`src/rtl/alu_arbiter_if.sv`:
```
// One requester's request/response channel pair into the ALU arbiter.
// The arbiter takes the slave side; the requester (or bench) drives the master side.
interface alu_arbiter_if #(
    parameter int unsigned WIDTH = 16
) ();
    logic             req_valid;
    logic             req_ready;
    logic [3:0]       req_op;
    logic [WIDTH-1:0] req_a;
    logic [WIDTH-1:0] req_b;
    logic             rsp_valid;
    logic             rsp_ready;
    logic [WIDTH-1:0] rsp_result;
    logic             rsp_zero;
    logic             rsp_pos;

    modport master (
        output req_valid, req_op, req_a, req_b, rsp_ready,
        input  req_ready, rsp_valid, rsp_result, rsp_zero, rsp_pos
    );

    modport slave (
        input  req_valid, req_op, req_a, req_b, rsp_ready,
        output req_ready, rsp_valid, rsp_result, rsp_zero, rsp_pos
    );
endinterface

```
`src/rtl/alu_arbiter.sv`:
```
// Round-robin arbiter sharing one ALU between the execute stage (port 0) and the
// branch/PC unit (port 1); operands are held for ALU_LATENCY cycles before capture.
module alu_arbiter #(
    parameter int unsigned WIDTH       = 16,
    parameter int unsigned ALU_LATENCY = 1
) (
    input  logic             clk,
    input  logic             reset,
    alu_arbiter_if.slave     req0,
    alu_arbiter_if.slave     req1,
    output logic [3:0]       alu_inst_id,
    output logic [WIDTH-1:0] alu_in0,
    output logic [WIDTH-1:0] alu_in1,
    input  logic [WIDTH-1:0] alu_out,
    input  logic             alu_zero,
    input  logic             alu_pos,
    output logic             busy,
    output logic             grant
);
    typedef enum logic [1:0] {StIdle, StExec, StResp} state_e;

    localparam logic [3:0] LatInit = 4'(ALU_LATENCY);

    state_e           state_q, state_d;
    logic [3:0]       cnt_q, cnt_d;
    logic             grant_q, grant_d;
    logic [3:0]       op_q, op_d;
    logic [WIDTH-1:0] in0_q, in0_d;
    logic [WIDTH-1:0] in1_q, in1_d;
    logic             rsp0_valid_q, rsp0_valid_d;
    logic             rsp1_valid_q, rsp1_valid_d;
    logic [WIDTH-1:0] rsp0_result_q, rsp0_result_d;
    logic [WIDTH-1:0] rsp1_result_q, rsp1_result_d;
    logic             rsp0_zero_q, rsp0_zero_d;
    logic             rsp1_zero_q, rsp1_zero_d;
    logic             rsp0_pos_q, rsp0_pos_d;
    logic             rsp1_pos_q, rsp1_pos_d;

    logic sel;
    logic take;
    logic rsp_done;

    // On a tie the port that did not win last time goes next.
    assign sel  = (req0.req_valid && req1.req_valid) ? ~grant_q : req1.req_valid;
    assign take = (state_q == StIdle) && (req0.req_valid || req1.req_valid) && !reset;

    assign req0.req_ready = take && !sel;
    assign req1.req_ready = take && sel;

    assign rsp_done = grant_q ? (rsp1_valid_q && req1.rsp_ready)
                              : (rsp0_valid_q && req0.rsp_ready);

    always_comb begin
        state_d       = state_q;
        cnt_d         = cnt_q;
        grant_d       = grant_q;
        op_d          = op_q;
        in0_d         = in0_q;
        in1_d         = in1_q;
        rsp0_valid_d  = rsp0_valid_q;
        rsp1_valid_d  = rsp1_valid_q;
        rsp0_result_d = rsp0_result_q;
        rsp1_result_d = rsp1_result_q;
        rsp0_zero_d   = rsp0_zero_q;
        rsp1_zero_d   = rsp1_zero_q;
        rsp0_pos_d    = rsp0_pos_q;
        rsp1_pos_d    = rsp1_pos_q;

        unique case (state_q)
            StIdle: begin
                if (take) begin
                    op_d    = sel ? req1.req_op : req0.req_op;
                    in0_d   = sel ? req1.req_a : req0.req_a;
                    in1_d   = sel ? req1.req_b : req0.req_b;
                    grant_d = sel;
                    cnt_d   = LatInit;
                    state_d = StExec;
                end
            end
            StExec: begin
                if (cnt_q <= 4'd1) begin
                    if (grant_q) begin
                        rsp1_valid_d  = 1'b1;
                        rsp1_result_d = alu_out;
                        rsp1_zero_d   = alu_zero;
                        rsp1_pos_d    = alu_pos;
                    end else begin
                        rsp0_valid_d  = 1'b1;
                        rsp0_result_d = alu_out;
                        rsp0_zero_d   = alu_zero;
                        rsp0_pos_d    = alu_pos;
                    end
                    state_d = StResp;
                end else begin
                    cnt_d = cnt_q - 4'd1;
                end
            end
            StResp: begin
                if (rsp_done) begin
                    rsp0_valid_d = 1'b0;
                    rsp1_valid_d = 1'b0;
                    state_d      = StIdle;
                end
            end
            default: state_d = StIdle;
        endcase
    end

    always_ff @(posedge clk or posedge reset) begin
        if (reset) begin
            state_q       <= StIdle;
            cnt_q         <= 4'd0;
            grant_q       <= 1'b1;
            op_q          <= 4'd0;
            in0_q         <= '0;
            in1_q         <= '0;
            rsp0_valid_q  <= 1'b0;
            rsp1_valid_q  <= 1'b0;
            rsp0_result_q <= '0;
            rsp1_result_q <= '0;
            rsp0_zero_q   <= 1'b0;
            rsp1_zero_q   <= 1'b0;
            rsp0_pos_q    <= 1'b0;
            rsp1_pos_q    <= 1'b0;
        end else begin
            state_q       <= state_d;
            cnt_q         <= cnt_d;
            grant_q       <= grant_d;
            op_q          <= op_d;
            in0_q         <= in0_d;
            in1_q         <= in1_d;
            rsp0_valid_q  <= rsp0_valid_d;
            rsp1_valid_q  <= rsp1_valid_d;
            rsp0_result_q <= rsp0_result_d;
            rsp1_result_q <= rsp1_result_d;
            rsp0_zero_q   <= rsp0_zero_d;
            rsp1_zero_q   <= rsp1_zero_d;
            rsp0_pos_q    <= rsp0_pos_d;
            rsp1_pos_q    <= rsp1_pos_d;
        end
    end

    assign alu_inst_id     = op_q;
    assign alu_in0         = in0_q;
    assign alu_in1         = in1_q;
    assign busy            = (state_q != StIdle);
    assign grant           = grant_q;
    assign req0.rsp_valid  = rsp0_valid_q;
    assign req0.rsp_result = rsp0_result_q;
    assign req0.rsp_zero   = rsp0_zero_q;
    assign req0.rsp_pos    = rsp0_pos_q;
    assign req1.rsp_valid  = rsp1_valid_q;
    assign req1.rsp_result = rsp1_result_q;
    assign req1.rsp_zero   = rsp1_zero_q;
    assign req1.rsp_pos    = rsp1_pos_q;
endmodule

```
`src/flat_wrapper.sv`:
```
// flat-port wrapper written by rule: the top's interface ports become plain ports
module alu_arbiter_flat 
#(
    parameter int unsigned WIDTH       = 16,
    parameter int unsigned ALU_LATENCY = 1
)
  (clk, reset, alu_inst_id, alu_in0, alu_in1, alu_out, alu_zero, alu_pos, busy, grant, req0_req_valid, req0_req_op, req0_req_a, req0_req_b, req0_rsp_ready, req0_req_ready, req0_rsp_valid, req0_rsp_result, req0_rsp_zero, req0_rsp_pos, req1_req_valid, req1_req_op, req1_req_a, req1_req_b, req1_rsp_ready, req1_req_ready, req1_rsp_valid, req1_rsp_result, req1_rsp_zero, req1_rsp_pos);
  alu_arbiter_if #(.WIDTH(WIDTH)) req0_i ();
  alu_arbiter_if #(.WIDTH(WIDTH)) req1_i ();
  input  logic clk;
  input  logic reset;
  output logic [3:0] alu_inst_id;
  output logic [WIDTH-1:0] alu_in0;
  output logic [WIDTH-1:0] alu_in1;
  input  logic [WIDTH-1:0] alu_out;
  input  logic alu_zero;
  input  logic alu_pos;
  output logic busy;
  output logic grant;
  input wire logic [$bits(req0_i.req_valid)-1:0] req0_req_valid;
  input wire logic [$bits(req0_i.req_op)-1:0] req0_req_op;
  input wire logic [$bits(req0_i.req_a)-1:0] req0_req_a;
  input wire logic [$bits(req0_i.req_b)-1:0] req0_req_b;
  input wire logic [$bits(req0_i.rsp_ready)-1:0] req0_rsp_ready;
  output wire logic [$bits(req0_i.req_ready)-1:0] req0_req_ready;
  output wire logic [$bits(req0_i.rsp_valid)-1:0] req0_rsp_valid;
  output wire logic [$bits(req0_i.rsp_result)-1:0] req0_rsp_result;
  output wire logic [$bits(req0_i.rsp_zero)-1:0] req0_rsp_zero;
  output wire logic [$bits(req0_i.rsp_pos)-1:0] req0_rsp_pos;
  input wire logic [$bits(req1_i.req_valid)-1:0] req1_req_valid;
  input wire logic [$bits(req1_i.req_op)-1:0] req1_req_op;
  input wire logic [$bits(req1_i.req_a)-1:0] req1_req_a;
  input wire logic [$bits(req1_i.req_b)-1:0] req1_req_b;
  input wire logic [$bits(req1_i.rsp_ready)-1:0] req1_rsp_ready;
  output wire logic [$bits(req1_i.req_ready)-1:0] req1_req_ready;
  output wire logic [$bits(req1_i.rsp_valid)-1:0] req1_rsp_valid;
  output wire logic [$bits(req1_i.rsp_result)-1:0] req1_rsp_result;
  output wire logic [$bits(req1_i.rsp_zero)-1:0] req1_rsp_zero;
  output wire logic [$bits(req1_i.rsp_pos)-1:0] req1_rsp_pos;
  assign req0_i.req_valid = req0_req_valid;
  assign req0_i.req_op = req0_req_op;
  assign req0_i.req_a = req0_req_a;
  assign req0_i.req_b = req0_req_b;
  assign req0_i.rsp_ready = req0_rsp_ready;
  assign req0_req_ready = req0_i.req_ready;
  assign req0_rsp_valid = req0_i.rsp_valid;
  assign req0_rsp_result = req0_i.rsp_result;
  assign req0_rsp_zero = req0_i.rsp_zero;
  assign req0_rsp_pos = req0_i.rsp_pos;
  assign req1_i.req_valid = req1_req_valid;
  assign req1_i.req_op = req1_req_op;
  assign req1_i.req_a = req1_req_a;
  assign req1_i.req_b = req1_req_b;
  assign req1_i.rsp_ready = req1_rsp_ready;
  assign req1_req_ready = req1_i.req_ready;
  assign req1_rsp_valid = req1_i.rsp_valid;
  assign req1_rsp_result = req1_i.rsp_result;
  assign req1_rsp_zero = req1_i.rsp_zero;
  assign req1_rsp_pos = req1_i.rsp_pos;
  alu_arbiter #(.WIDTH(WIDTH), .ALU_LATENCY(ALU_LATENCY)) u_core (.clk(clk), .reset(reset), .req0(req0_i), .req1(req1_i), .alu_inst_id(alu_inst_id), .alu_in0(alu_in0), .alu_in1(alu_in1), .alu_out(alu_out), .alu_zero(alu_zero), .alu_pos(alu_pos), .busy(busy), .grant(grant));
endmodule
```
`config.mk`:
```
export PLATFORM = sky130hd
export DESIGN_NAME = alu_arbiter_flat
export DESIGN_NICKNAME = d
export VERILOG_FILES = /design/src/rtl/alu_arbiter_if.sv /design/src/rtl/alu_arbiter.sv /design/src/flat_wrapper.sv
export SDC_FILE = /design/constraint.sdc
export NUM_CORES = 1
export LEC_CHECK = 0
export ABC_AREA = 1
export CORE_MARGIN = 2
export CORE_UTILIZATION = 31
export DETAILED_ROUTE_END_ITERATION = 12
export GPL_ROUTABILITY_DRIVEN = 0
export PLACE_DENSITY_LB_ADDON = 0.1
export SKIP_LAST_GASP = 1
export SYNTH_ARGS = -nofsm -noshare
export SYNTH_HDL_FRONTEND = slang
export SYNTH_SLANG_ARGS = --single-unit
```
`constraint.sdc`:
```
create_clock -name clk -period 3.6 [get_ports clk]
set_input_delay 0.72 -clock clk [delete_from_list [all_inputs] [get_ports clk]]
set_output_delay 0.72 -clock clk [all_outputs]
set_load 0.005 [all_outputs]
```
; Yosys cells after proc, flatten, opt, wreduce, memory -nomap -nowiden
; Index checks and enable logic that the tools add are counted.
[word_totals]
elab_cells = 65
out_inout_bits = 78
register_bits = 81
inputBits = 96
[classes]
eq_ne = 8
n_lt_le_gt_ge = 1
mux = 19
reduce_logical = 21
add_sub_neg = 1
bitwise_logic = 1
[ops]
columns = cell, n
row1 = $mux W16, 2
row2 = $mux W4, 3
row3 = $reduce_and A3 Y1, 4
row4 = $ne A2 B1 Y1 const B, 4
row5 = $pmux W4 S2, 1
row6 = $reduce_and A4 Y1, 2
row7 = $logic_and A1 B1 Y1, 7
row8 = $mux W1, 7
row9 = $mux W2, 3
row10 = $pmux W2 S3, 1
row11 = $reduce_bool A2 Y1, 3
row12 = $le A4 B1 Y1 const B, 1
row13 = $ne A2 B2 Y1 const B, 2
row14 = $pmux W1 S2, 2
row15 = $sub A4 B1 Y4 const B, 1
row16 = $eq A2 B1 Y1 const B, 1
row17 = $eq A2 B2 Y1 const B, 1
row18 = $logic_not A1 Y1, 2
row19 = $logic_not A2 Y1, 1
row20 = $reduce_and A2 Y1, 1
row21 = $logic_or A1 B1 Y1, 1
row22 = $not A1 Y1, 1

; Depth between registers and ports, before layout
; Gate-level depths: netlist of the first run.
[depth]
ltp_word = 5
depth_mapped = 10
ltp_nobuf = 10

; Least setup slack after synthesis of the first run
; No wires, ideal clock.
[synth_path]
kind = input -> output
start = input req1_req_valid
end = output req1_req_ready
stages = 5
setup_slack_ps = 1557
arrival_time_ps = 1323
path_buffers = 1
cell_sequence = nor2_1 nor2_1 nand2_2 nor2_4 buf_2
[synth_between]
elab_chain_len = 4
word_cells_on_any_way = 6
cone_classes = 1 x mux / 5 x reduce/logical
[synth_lines]
columns = element, line
row1 = from (decl), flat_wrapper.sv:30  ; input wire logic [$bits(req1_i.req_valid)-1:0] req1_req_valid;
row2 = $logic_or A1 B1 Y1, alu_arbiter.sv:45  ; assign take = (state_q == StIdle) && (req0.req_valid || req1.req_valid) && !reset;
row3 = $logic_and A1 B1 Y1 (2 in series), alu_arbiter.sv:45
row4 = $logic_and A1 B1 Y1 (*), alu_arbiter.sv:48  ; assign req1.req_ready = take && sel;
row5 = to (decl), flat_wrapper.sv:35  ; output wire logic [$bits(req1_i.req_ready)-1:0] req1_req_ready;
; Mark *: on every way between the ends. The rest lies on a longest branch, timed or not.

; Final worst setup path of the first run
; Ends and elaborated chain as after synthesis.

==> results of run 1 <==
==> worst paths after layout <==
path / depth (start not counted) / end / slack, ns / start
max: 6 / req1_req_ready / 0.71 / req1_req_valid
min: 2 / u_core.req1.rsp_result[5] / 0.48 / u_core.req1.rsp_result[5]
max reg2reg: 9 / u_core.req1.rsp_result[6] / 1.92 / u_core.cnt_q[0]
min reg2reg: 2 / u_core.req1.rsp_result[5] / 0.48 / u_core.req1.rsp_result[5]
max in group asynchronous: 3 / u_core.grant / 2.39 / reset
min in group asynchronous: 3 / u_core.alu_in0[6] / 0.83 / reset
==> layout by cell type (no fill, tap or decap) <==
master | netlist | layout
clkdlybuf4s50_1 | 0 | 173
dfstp_2 | 1 | 1
clkinv_2 | 0 | 3
nor2_4 | 3 | 3
nand3_2 | 1 | 1
a21oi_1 | 1 | 1
nand2_2 | 3 | 3
inv_2 | 3 | 3
nand2_1 | 163 | 163
ha_1 | 2 | 2
o21ai_1 | 23 | 23
bufinv_16 | 0 | 2
o21ai_0 | 4 | 4
clkbuf_16 | 0 | 9
clkinvlp_4 | 0 | 1
dfrtp_1 | 80 | 80
clkinv_4 | 0 | 2
buf_4 | 1 | 4
o21ai_2 | 13 | 13
nor2_1 | 5 | 5
xor2_1 | 1 | 1
buf_12 | 0 | 1
nor2_2 | 1 | 1
nand3_1 | 43 | 43
nand2_4 | 2 | 2
nand3b_1 | 1 | 1
inv_1 | 28 | 27
==> routing by layer <==
layer	wire length, um	global-route usage	vias up
met1	4450	0.220	1422
li1	-	-	1586
met3	771	0.0467	14
met2	4480	0.258	129
met5	0	0	-
met4	208	0.0617	0
==> sequential cells by signal, summed over array words and instances, names as in the netlist, 2 cells and up <==
| register | flops |
|---|---|
| u_core.req1.rsp_result | 16 |
| u_core.req0.rsp_result | 16 |
| u_core.alu_in1 | 16 |
| u_core.state_q | 2 |
| u_core.cnt_q | 4 |
| u_core.alu_inst_id | 4 |
| u_core.alu_in0 | 16 |
==> worst register-to-register path, cell delays in order, from the launching register on <==
cell and delay, ns:
dfrtp_1 0.38, inv_1 0.12, ha_1 0.20, inv_1 0.05, nand2_1 0.09, nand3_2 0.11, inv_2 0.11, nand2_4 0.26
nand2_1 0.19, o21ai_2 0.06
==> metrics by stage <==
stage	hold slack, ns	area, sq um	setup WS, ns
finish	0.484	5660	0.710
global route	0.508	5660	0.629
CTS	0.488	5660	0.695
detailed placement	0.471	5340	0.699
global placement	0.467	5340	0.685
floorplan	0.478	3510	0.802
==> cell type report <==
class / instances / area share
inverters: 31 / 0.0208
flip-flops and latches: 81 / 0.359
multi-input cells: 266 / 0.218
repair buffers: 178 / 0.315
clock inverters: 7 / 0.0168
well taps: 140 / 0.0310
clock buffers: 9 / 0.0398
==> power by group <==
group | total, mW | switching, mW | leakage [nW] | internal, mW
logic | 1.90 | 0.799 | 1.46 | 1.10
clock network | 0.972 | 0.365 | 0.155 | 0.607
registers | 1.59 | 0.244 | 1.00 | 1.35
==> cells by family after synthesis <==
logic type,count (synthesis),synth area share
XOR/XNOR,1,0.00249
flip-flops,81,0.577
buffers and inverters,48,0.0723
AO/OA/AOI/OAI,41,0.0723
adder cells (fa/ha/maj),2,0.00712
AND/OR/NAND/NOR,222,0.269
==> impl_metrics.tcl, run 1 <==
set metrics [dict create \
    critPathRequiredTime_ns 2.88 \
    cp_cell_sequence "clkdlybuf4s50_1 > nor2_1 > nor2_1 > nand2_2 > nor2_4 > clkdlybuf4s50_1" \
    syn_avg_cell_area_sq_um 8.90 \
    fin_tns_setup_ns 0 \
    pin_count 174 \
    cpPeakStageDelay_ns 0.56 \
    synth.distinct_cells 22 \
    port_buffers 173 \
    hold_viol 0 \
    die_y_um 110 \
    cp-end-kind "output pin" \
    synth_cells 395 \
    pwr_density_cell_nw_per_um2 789 \
    utilization 0.517 \
    syn_area_sq_um 3510 \
    clock_sinks 81 \
    seq_area_frac_synth 0.577 \
    area_growth_pct 60.9 \
    clkLatencyLatePin_ns 0.33 \
    grt_start_max_net_pins 82 \
    synth_edf_count 0 \
    drtIter0Drc 179 \
    finClkSkew_ns 0.00827 \
    path_clk_slew_ns 0.07 \
    status "completed" \
    holdBufCountCts 0 \
    hold_class "reg -> reg" \
    drv_cap 0 \
    drc 0 \
    cts_inserted_buffers 9 \
    post-synth-top-area-cell "dfrtp_1" \
    multiInputGateArea_sq_um 1230 \
    firstDrtPassIters 4 \
    rsz0062_at_grt "no" \
    core_sq_um 10900 \
    fin_cells 712 \
    ctsResizeCount 0 \
    fmax_mhz 346 \
    async_reset_ff_frac 1.00 \
    rows 38 \
    timing.final.crit_share 0.803 \
    ant_nets 0 \
    period_needed_ns 2.89 \
    worstPathMaxFanout 4 \
    crit_type "in -> out" \
    synth_nets 493 \
    ys_warn_count 0 \
    die_area_sq_um 12200 \
    register_area_sq_um 2030 \
    ys_seq_elements 81 \
    worst_pin_slew_ns 0.466 \
    drive_gt1_frac 0.0857 \
    cts_tree "done" \
    routed_wirelength_um 9910 \
    maxSlewViolCount 0 \
    antenna_found_initial 0 \
    critPathBufInv 2 \
    fillers 1068 \
    dp.cells 696 \
    grt_first_pass_wirelength_um 16600 \
    cts_setup_buffers 0 \
    total_power_mw 4.46 \
    nets 665 \
    dp_hpwl_um 6950 \
    synth_common_cells "163 x nand2_1, 80 x dfrtp_1, 43 x nand3_1" \
    cpMaxStageDelayCell "clkdlybuf4s50_1" \
    critPathLaunchType "input pin" \
    htreeDepth 3 \
    grt_pass1_vias 3240 \
    slew_headroom 0.689 \
    cp.arrival_ns 2.17 \
    cts_root_buf "clkbuf_16" \
    crit_family "buffers and inverters" \
    die_w_um 110 \
    synthFlopType "dfrtp_1" \
    synth_top_area_share 0.570 \
    synth_most_common_cell "nand2_1" \
    wl_per_cell_um 13.9 \
    setup_viol 0 \
    synth.area.top_cells "dfrtp_1 57%, nand2_1 17%, nand3_1 6.1%" \
    via_count 3151 \
    start_util 0.321 \
    n_antenna_cell 0 \
    grt_use_total 0.166 \
    p_leak_nw 2.62 \
    cts.path.max_buffers 2 \
    vdd_drop_max_mv 0.368 \
    vias_per_cell 4.43 \
    gr-total-overflow 0 \
]
Power figures use the tool's default switching activity.
==> run 2: changes to the inputs <==
clock period = 2.75 ns   (was 3.6 ns; I/O delays follow)
==> run 2 against run 1 <==
Register-to-register slack lost 0.84 ns. Clock skew shrank 0.0040 ns. Critical path type unchanged. Largest power group unchanged. Largest cell class unchanged. Utilization grew 0.30 points.
==> impl_metrics.tcl, run 2 (same netlist as run 1, synthesis figures left out) <==
set metrics [dict create \
    status "completed" \
    place_ws_ns 0.174 \
    die_area_sq_um 12200 \
    path_clk_slew_ns 0.06 \
    grt_use_met1 0.213 \
    final_common_cell "clkdlybuf4s50_1" \
    routed_wirelength_um 9910 \
    use_met3 0.0499 \
    n_antenna_cell 0 \
    p_leak_nw 2.63 \
    top_usage_layer "met2" \
    via_count 3172 \
    fmax_mhz 389 \
    vdd_drop_max_mv 0.458 \
    grt_use_met2 0.259 \
    hold_class "reg -> reg" \
    clock_sinks 81 \
    antenna_found_initial 0 \
    drtIter0Drc 165 \
    area_growth_pct 61.8 \
    slew_headroom 0.680 \
    cpMaxStageDelayCell "clkdlybuf4s50_1" \
    dp_hpwl_um 7230 \
    fillers 1079 \
    port_buffers 173 \
    cts.path.max_buffers 2 \
    ant_nets 0 \
    fin_cells 713 \
    setup_ws_ns 0.178 \
    rsz0062_at_grt "no" \
    worstPathMaxFanout 4 \
    start_util 0.321 \
    worst_pin_slew_ns 0.479 \
    cts_tree "done" \
    maxSlewViolCount 0 \
    cpPeakStageDelay_ns 0.58 \
    cp_cell_sequence "clkdlybuf4s50_1 > nor2_1 > nor2_1 > nand2_2 > nor2_4 > clkdlybuf4s50_1" \
    timing.final.crit_share 0.935 \
    pin_count 174 \
    finClkSkew_ns 0.00427 \
    core_sq_um 10900 \
    drv_cap 0 \
    setup_viol 0 \
    ctsResizeCount 0 \
    cts_inserted_buffers 9 \
    cts_root_buf "clkbuf_16" \
    firstDrtPassIters 4 \
    wl_per_cell_um 13.9 \
    drc 0 \
    rows 38 \
    final_cell_mix "173 x clkdlybuf4s50_1, 163 x nand2_1, 80 x dfrtp_1, 43 x nand3_1, 27 x inv_1" \
    cts_setup_buffers 0 \
    htreeDepth 3 \
    grt_pass1_vias 3251 \
    cp.arrival_ns 2.02 \
    cp-end-kind "output pin" \
    gr-total-overflow 0 \
    die_y_um 110 \
    crit_type "in -> out" \
    nets 666 \
    clkLatencyLatePin_ns 0.33 \
    fin_tns_setup_ns 0 \
    critPathLaunchType "input pin" \
    die_w_um 110 \
    register_area_sq_um 2030 \
    grt_use_total 0.165 \
    pwr_density_cell_nw_per_um2 1050 \
    grt_first_pass_wirelength_um 16500 \
    vias_per_cell 4.45 \
    multiInputGateArea_sq_um 1230 \
    dp.cells 697 \
    grt_start_max_net_pins 38 \
    hold_viol 0 \
    holdBufCountCts 0 \
    critPathRequiredTime_ns 2.20 \
    drive_gt1_frac 0.0855 \
    period_needed_ns 2.57 \
]
[run 2: worst max-delay path, delay by kind of cell]
family,cells,cell delay [ns]
simple gates,4,0.40
buf+inv,2,1.07
[run 2: layer usage]
layer  wire length (um)  share of wire  vias up
li1                   -              -     1585
met1               4410           0.44     1445
met2               4500           0.45      126
met3                752          0.076       16
met4                254          0.026        0
met5                  0              0        -
[run 2: power by group]
part           internal (mW)  switching [mW]  total, mW
clock                  0.911           0.466       1.38
combinational           1.44            1.05       2.49
sequential              1.76           0.324       2.09
[run 2: final timing paths]
| path | startpoint | end | slack (ns) | cells past startpoint |
|---|---|---|---|---|
| worst min-delay path | u_core.req1.rsp_result[1] | u_core.req1.rsp_result[1] | 0.47 | 2 |
| worst max register to register | u_core.cnt_q[0] | u_core.req1.rsp_result[11] | 1.08 | 9 |
| max in group asynchronous | reset | u_core.req1.rsp_result[6] | 1.49 | 3 |
| worst max-delay path | req1_req_valid | req1_req_ready | 0.18 | 6 |
| min in group asynchronous | reset | u_core.state_q[1] | 0.58 | 2 |
| worst min register to register | u_core.req1.rsp_result[1] | u_core.req1.rsp_result[1] | 0.47 | 2 |
[run 2: metrics by stage]
step                hold WS (ns)  power [mW]  area [sq um]  utilization
floorplan                  0.478        3.19          3510            -
global placement           0.467        4.59          5340        0.489
detailed placement         0.470        4.64          5340        0.489
CTS                        0.480        6.04          5690        0.520
global route               0.509        6.40          5690        0.520
finish                     0.475        5.95          5690        0.520
[run 2: cell type report]
type	count	share of cell area
flip-flops and latches	81	0.357
clock buffers	11	0.0427
well taps	140	0.0308
inverters	31	0.0207
repair buffers	179	0.315
clock inverters	5	0.0180
multi-input cells	266	0.217
==> run 3: changes to the inputs <==
clock period = 3 ns   (was 2.75 ns; I/O delays follow)
==> run 3 against run 2 <==
Global-route usage rose by 0.67 points. Via count rose by 0.98%. Total power fell by 10%. Worst setup slack improved by 0.17 ns. Sequential power fell by 9%. Largest power group unchanged.
==> impl_metrics.tcl, run 3 (same netlist as run 1, synthesis figures left out) <==
set metrics [dict create \
    critPathRequiredTime_ns 2.40 \
    gr-total-overflow 0 \
    cp-end-kind "output pin" \
    die_y_um 110 \
    cts_root_buf "clkbuf_16" \
    r2r_start "u_core.cnt_q[0]" \
    critPathBufInv 2 \
    drc 0 \
    via_count 3203 \
    fin_tns_setup_ns 0 \
    worstHoldStart "u_core.req1.rsp_result[3]" \
    period_needed_ns 2.65 \
    cpMaxStageDelayCell "clkdlybuf4s50_1" \
    register_area_sq_um 2030 \
    holdBufCountCts 0 \
    cpPeakStageDelay_ns 0.56 \
    path_clk_slew_ns 0.06 \
    grt_use_met1 0.219 \
    hold_viol 0 \
    multiInputGateArea_sq_um 1230 \
    final_cell_mix "173 x clkdlybuf4s50_1, 163 x nand2_1, 80 x dfrtp_1, 43 x nand3_1, 27 x inv_1" \
    dp.cells 696 \
    grt_pass1_vias 3322 \
    slew_headroom 0.676 \
    fillers 1049 \
    routed_wirelength_um 9990 \
    worstPathMaxFanout 4 \
    vdd_drop_max_mv 0.393 \
    dp_hpwl_um 7130 \
    p_leak_nw 2.62 \
    rsz0062_at_grt "no" \
    clock_sinks 81 \
    crit_family "buffers and inverters" \
    grt_use_met2 0.270 \
    top_usage_layer "met2" \
    area_growth_pct 60.8 \
    rows 38 \
    drtIter0Drc 176 \
    firstDrtPassIters 4 \
    pwr_density_cell_nw_per_um2 944 \
    antenna_found_initial 0 \
    crit_start "req1_req_valid" \
    grt_first_pass_wirelength_um 17100 \
    port_buffers 173 \
    die_w_um 110 \
    fmax_mhz 377 \
    critPathLaunchType "input pin" \
    grt_use_total 0.171 \
    finClkSkew_ns 0.00634 \
    cts_tree "done" \
    n_antenna_cell 0 \
    worst_pin_slew_ns 0.486 \
    drive_gt1_frac 0.0841 \
    ctsResizeCount 0 \
    cts.path.max_buffers 2 \
    drv_cap 0 \
    crit_type "in -> out" \
    maxSlewViolCount 0 \
    pin_count 174 \
    fin_cells 711 \
    wl_per_cell_um 14.0 \
    timing.final.crit_share 0.884 \
    utilization 0.517 \
    nets 665 \
    hold_class "reg -> reg" \
    start_util 0.321 \
    cp_cell_sequence "clkdlybuf4s50_1 > nor2_1 > nor2_1 > nand2_2 > nor2_4 > clkdlybuf4s50_1" \
    ant_nets 0 \
    die_area_sq_um 12200 \
    clkLatencyLatePin_ns 0.33 \
    final_common_cell "clkdlybuf4s50_1" \
    use_met3 0.0549 \
    htreeDepth 3 \
    cp.arrival_ns 2.05 \
    cts_inserted_buffers 9 \
    vias_per_cell 4.50 \
    core_sq_um 10900 \
    setup_viol 0 \
    cts_setup_buffers 0 \
    grt_start_max_net_pins 57 \
    status "completed" \
]
-- run 3: cell types whose count changed in the layout (fill, tap and decap cells not counted), sizes merged --
cell and delta:
clkinvlp -1, clkbuf +2, buf -1, bufinv -2
-- run 3: worst paths after layout --
check                                              to  slack, ns  depth (start not counted)
setup reg to reg           u_core.req1.rsp_result[11]       1.32                          9
min in group asynchronous       u_core.req0.rsp_valid       0.64                          2
hold / removal              u_core.req1.rsp_result[3]       0.48                          2
hold reg to reg             u_core.req1.rsp_result[3]       0.48                          2
setup / recovery                       req1_req_ready       0.35                          6
max in group asynchronous                u_core.grant       1.70                          3
-- run 3: per-layer routing --
layer  part of all wire  wire length (um)  vias up
li1                   -                 -     1587
met1               0.44              4360     1477
met2               0.46              4580      125
met3              0.081               811       14
met4              0.023               234        0
met5                  0                 0        -
-- run 3: layout make-up --
class,instances,area share
Clock buffer,13,0.0496
Clock inverter,2,0.00620
Inverter,31,0.0208
Multi-Input combinational cell,266,0.218
Sequential cell,81,0.359
Tap cell,140,0.0310
Timing Repair Buffer,178,0.315
-- run 3: through the flow --
stage | hold slack (ns) | setup WS (ns) | power (mW) | cell area (sq um)
after floorplan | 0.478 | 0.322 | 2.93 | 3510
after global placement | 0.467 | 0.319 | 4.21 | 5340
after detailed placement | 0.472 | 0.324 | 4.24 | 5340
after CTS | 0.481 | 0.322 | 5.43 | 5650
after global routing | 0.508 | 0.239 | 5.75 | 5650
final | 0.478 | 0.347 | 5.33 | 5650
-- run 3: report_power, final --
group	total (mW)	internal, mW	switching [mW]
logic	2.27	1.32	0.958
clock network	1.15	0.730	0.417
registers	1.91	1.62	0.296
-- run 3: worst min-delay path: stages, from the launching register on --
cell and delay, ns:
dfrtp_1 0.34, nand2_1 0.06, o21ai_2 0.05
